`src/rtl/fact_cu.sv`:
```
// Factorial control unit: Moore FSM sequencing counter/product-register datapath.
// Optional MULT-cycle counter on iter_cnt is enabled by defining FACT_CU_ITER_CNT_EN.
module fact_cu #(
  parameter int unsigned ITER_WIDTH = 4
) (
  input  logic                  clk,
  input  logic                  rst,
  input  logic                  go,
  input  logic                  gt_in,
  input  logic                  gt,
  output logic                  load_cnt,
  output logic                  en_cnt,
  output logic                  load_reg,
  output logic                  sel,
  output logic                  oe,
  output logic                  done,
  output logic                  err,
  output logic [2:0]            state,
  output logic [ITER_WIDTH-1:0] iter_cnt
);

  typedef enum logic [2:0] {
    IDLE  = 3'd0,
    LOAD  = 3'd1,
    CHECK = 3'd2,
    MULT  = 3'd3,
    DONE  = 3'd4,
    ERR   = 3'd5
  } state_t;

  state_t cur, nxt;

  always_ff @(posedge clk) begin
    if (rst) cur <= IDLE;
    else     cur <= nxt;
  end

  always_comb begin
    nxt      = IDLE;
    load_cnt = 1'b0;
    en_cnt   = 1'b0;
    load_reg = 1'b0;
    sel      = 1'b0;
    oe       = 1'b0;
    done     = 1'b0;
    err      = 1'b0;
    case (cur)
      IDLE: begin
        if (go) nxt = gt_in ? ERR : LOAD;
        else    nxt = IDLE;
      end
      LOAD: begin
        load_cnt = 1'b1;
        load_reg = 1'b1;
        sel      = 1'b1;
        nxt      = CHECK;
      end
      CHECK: nxt = gt ? MULT : DONE;
      MULT: begin
        en_cnt   = 1'b1;
        load_reg = 1'b1;
        nxt      = CHECK;
      end
      DONE: begin
        done = 1'b1;
        oe   = 1'b1;
        nxt  = go ? DONE : IDLE;
      end
      ERR: begin
        err = 1'b1;
        nxt = go ? ERR : IDLE;
      end
      // Encodings 6 and 7 fall through to IDLE with outputs at their defaults.
      default: nxt = IDLE;
    endcase
  end

  assign state = cur;

`ifdef FACT_CU_ITER_CNT_EN
  logic [ITER_WIDTH-1:0] cnt;

  always_ff @(posedge clk) begin
    if (rst)
      cnt <= '0;
    else if (cur == LOAD)
      cnt <= '0;
    else if (cur == MULT && cnt != '1)
      cnt <= cnt + ITER_WIDTH'(1);
  end

  assign iter_cnt = cnt;
`else
  assign iter_cnt = '0;
`endif

endmodule

```
`config.mk`:
```
export PLATFORM = sky130hd
export DESIGN_NAME = fact_cu
export DESIGN_NICKNAME = d
export VERILOG_FILES = /design/src/rtl/fact_cu.sv
export SDC_FILE = /design/constraint.sdc
export NUM_CORES = 1
export LEC_CHECK = 0
export BUFFER_PORTS_ARGS = -buffer_cell sky130_fd_sc_hd__buf_2
export CAP_MARGIN = 30
export CORE_AREA = 5 5 42 44
export CTS_CLUSTER_DIAMETER = 200
export DETAILED_ROUTE_END_ITERATION = 16
export DIE_AREA = 0 0 47 49
export HOLD_SLACK_MARGIN = 0.06
export PLACE_DENSITY_LB_ADDON = 0.12
export RECOVER_POWER = 100
export SLEW_MARGIN = 20
export SYNTH_ARGS = -nofsm -noshare
export SYNTH_HDL_FRONTEND = slang
export SYNTH_SLANG_ARGS = --single-unit
```
`constraint.sdc`:
```
create_clock -name clk -period 1.05 [get_ports clk]
set_input_delay 0.1575 -clock clk [delete_from_list [all_inputs] [get_ports clk]]
set_output_delay 0.1575 -clock clk [all_outputs]
set_load 0.02 [all_outputs]
```
* After elaboration in Yosys (flattened, before gate mapping)
Cells that the tools add are included.
** Word-level totals
- Bits in registers :: 3
- Input bits :: 5
- Output and inout port bits :: 14
- Logic and storage cells :: 19
** Operators by class
- Equality and inequality tests :: 5
- Multiplexer cells :: 11
- Reductions and logical operators :: 2
** Operator list (count)
- 3-bit two-way mux :: 5
- 3-bit case mux with 5 select lines :: 1
- 3-bit by 2-bit == test with 1-bit output, second input constant :: 2
- 3-bit == test, second input constant :: 2
- 1-bit two-way mux :: 5
- 3-bit by 1-bit == test with 1-bit output, second input constant :: 1
- 3-bit logical NOT :: 1
- 2-bit OR reduction :: 1

* Depth between registers and ports, before layout
- Depth in word-level cells :: 3
- Mapped depth :: 4
- Mapped depth without buffers :: 3

* Worst setup path before layout
Ideal clock, no wire load.
- Path type :: reg-to-output
- Start :: register cur[0], in the netlist state[0]
- End :: output port sel
- Arrival time :: 1526 ps
- Required time :: 892 ps
- Slack :: -634 ps
- Cell stages (with the launch flop) :: 4
- Buffers on the path :: 1
- Path through :: dfxtp_1 > nor2b_2 > nor2b_1 > buf_4
** On the way
- Cells in the longest elaborated chain, start to end :: 2
** Ends and longest elaborated chain
- start, declared :: RTL line 31 : state_t cur, nxt;
- start signal, assigned :: RTL line 35 : else cur <= nxt;
- 3-bit by 1-bit == test with 1-bit output
- 1-bit two-way mux
- end, declared :: RTL line 14 : output logic sel,
Every way passes these cells.

* Worst setup path in the final report
- Start :: register cur[0], in the netlist state[0]
- End :: output port sel
** On the way
- Cells in the longest elaborated chain, start to end :: 2
** Ends and longest elaborated chain
- 3-bit by 1-bit == test with 1-bit output :: RTL line 47 : case (cur)
- 1-bit two-way mux :: RTL line 47
Every way passes these cells.

==> flow_summary_export.csv <==
group,metric,value,unit
status,outcome,"finished with violations",
status,violations,"setup timing",
logic_synthesis,yosys_warnings,0,
routing,drt-total-wl,628,µm
floorplan,ios,19,
timing,rsz0062_at_grt,"yes",
final_layout,fillCellCount,164,
worst_setup_path,cpPeakStageDelay,0.36,ns
floorplan,die_height,49,µm
floorplan,start_util,16.79,%
worst_setup_path,critical_path_class,"reg2out",
final_layout,largest_reg_flops,3,
power,irDropWorstVdd,0.4664,mV
worst_setup_path,cp.arrival,1.03,ns
worst_setup_path,critical_path.startpoint_type,"flip-flop",
logic_synthesis,synth_cell_types,18,
cts,cts_tree,"built",
worst_setup_path,cp_max_fo,4,
worst_setup_path,reg2reg_from,"state[1]",
timing,fmax,844.5,MHz
cts,clock_path_buffers,2,
final_layout,n_antenna_cell,0,
floorplan,placementRows,14,
worst_setup_path,crit_path_frequent_cell,"nor2b_4",
logic_synthesis,synth_top_area_share,25.53,%
timing,period_share,112.8,%
cts,holdBufCountCts,0,
placed_design,portBuffers,14,
cts,clkLatencyLatePin,0.23,ns
timing,worst_slack,-0.1341,ns
global_routing,grt_usage,6.048,%
global_routing,grt_max_degree,7,
routing,dr.pass1.iters,1,
timing,fin_crit,1.184,ns
final_layout,final_net_count,51,
routing,num_vias,227,
logic_synthesis,synthCells,27,
cts,numCtsBuffers,3,
placed_design,place.gp.congestion,0.6916,
logic_synthesis,seq_area_frac_synth,25.53,%
floorplan,core,1401,µm²
global_routing,grt_pass1_wl,938,µm
logic_synthesis,synth.ff_latch_count,3,
routing,via_per_inst,3.721,
routing,drtIter0Drc,0,
timing,final_max_slew_viol_count,0,
final_layout,final_layout_size_suffix_gt1_share,71.11,%
worst_setup_path,worst_ep_required_time,0.89,ns
timing,setup_viol,8,
routing,drc,0,
min_path,min-delay-path-class,"in2reg",
global_routing,grt_overflow,0,
final_layout,area_delta_synth_final,79.79,%
cts,h-tree-depth,1,
final_layout,register_area,71.32,µm²
logic_synthesis,synth_area_leader_cell,"dfxtp_1",
final_layout,multi_input_area,173.9,µm²
routing,ant_nets,0,
floorplan,die_w,47,µm
timing,hold_viol,0,
cts,clkSinkCount,3,
routing,avgRoutedWirePerCell,10.30,µm
cts,path_clk_slew,0.04,ns
power,powerDensity,1286,nW/µm²
worst_setup_path,crit_path_cell_trace,"nor2b_4 > nor2b_4 > buf_4",
min_path,hp-start,"rst",
worst_setup_path,cp-startpoint,"state[0]",
power,report.power.total,0.5440,mW
global_routing,grt_pass1_vias,247,
global_routing,antenna_found_initial,0,
cts,cts_root_buf,"clkbuf_4",
logic_synthesis,ys_top_cells_by_area,"dfxtp_1 (26%), buf_4 (19%), nor2b_1 (8.0%)",
timing,fin_skew,0.002314,ns
floorplan,dieArea,2303,µm²
run,drv_cap,0,
worst_setup_path,cp_slowest_cell,"dfxtp_4",
final_layout,post-route-util,30.18,%
power,power.leakage,0.1952,nW
logic_synthesis,avgSynthCellArea,8.712,µm²
worst_setup_path,end_kind,"output pin",
logic_synthesis,netlist_area,235.2,µm²
## layout make-up
cell class	instances	area share, %
multi-input cells	20	41.12
flip-flops and latches	3	16.86
repair buffers	18	31.07
well taps	16	4.734
clock buffers	4	6.213
## per-layer routing
metal / up-vias / part of all wire [%] / GRT usage [%] / wire length, µm
li1: 118 / - / - / -
met1: 96 / 35 / 4.814 / 221
met2: 13 / 51 / 9.050 / 318
met3: 0 / 14 / 3.321 / 87
met4: 0 / 0 / 6.912 / 0
met5: - / 0 / 0 / 0
## synthesized netlist by cell type
master,instances
o21ai_1,1
nor2b_2,1
and2_1,1
conb_1,1
nor3b_1,1
buf_6,1
and3b_1,1
nor2_2,1
nor3_1,1
nor2_1,1
nand3b_1,1
xnor2_1,1
a21oi_1,1
dfxtp_1,3
a32oi_1,1
nor2b_1,3
a221oi_2,1
buf_4,6
## stage by stage
| stage | instance area [µm²] | setup TNS [ns] | std cells | hold slack [ns] | setup slack, ns |
|---|---|---|---|---|---|
| 2_1_floorplan | 285.3 | -0.3092 | 30 | 0.2163 | -0.1653 |
| 3_5_place_dp | 311.5 | 0 | 53 | 0.3574 | 0.02870 |
| 5_1_grt | 422.9 | -1.037 | 61 | 0.1253 | -0.1860 |
| 4_1_cts | 407.9 | -0.8299 | 61 | 0.1083 | -0.1606 |
| 3_3_place_gp | 311.5 | 0 | 53 | 0.3573 | 0.04797 |
| 6_report | 422.9 | -0.6917 | 61 | 0.1191 | -0.1341 |
## worst paths after layout
check / endpoint / slack [ns] / cells after the start
worst min register to register: state[2] / 0.65 / 2
worst max-delay path: sel / -0.13 / 3
worst min-delay path: state[2] / 0.12 / 2
worst max register to register: state[2] / 0.03 / 4
## cells in the final DEF, fill, tap and decap left out, drive strengths merged
cell type / synthesis / routed
dfxtp: 3 / 3
xnor2: 1 / 1
and2: 1 / 1
a21oi: 1 / 1
nor3: 1 / 1
nor2b: 4 / 4
nor3b: 1 / 1
conb: 1 / 4
buf: 7 / 16
nand3b: 1 / 1
nor2: 2 / 2
and3b: 1 / 1
a221oi: 1 / 1
clkbuf: 0 / 6
o21ai: 1 / 1
a32oi: 1 / 1
## logic make-up (layout without fill, tap and decap cells)
| logic type | Yosys count | count (layout) | share of synthesized area (%) |
|---|---|---|---|
| simple gates | 11 | 11 | 30.86 |
| buf+inv | 7 | 22 | 23.93 |
| compound gates | 4 | 4 | 14.36 |
| flops | 3 | 3 | 25.53 |
| other cells | 1 | 4 | 1.594 |
| xor+xnor | 1 | 1 | 3.724 |
## power breakdown
part,switching [mW],internal (mW)
Sequential,0.0168,0.124
Combinational,0.108,0.0960
Clock,0.0567,0.142
Total,0.181,0.363
## critical path, delay by kind of cell, from the launching register on
family,cells,cell delay (ns)
flops,1,0.36
simple gates,2,0.30
buf+inv,1,0.14
## timing repair
item                       4_1_cts  5_1_grt
cloned                           0        0
pin swaps                        0        1
gates resized for setup         14        4
setup endpoints to repair        9        9
buffers inserted                 4        0
Power figures use the tool's default switching activity.
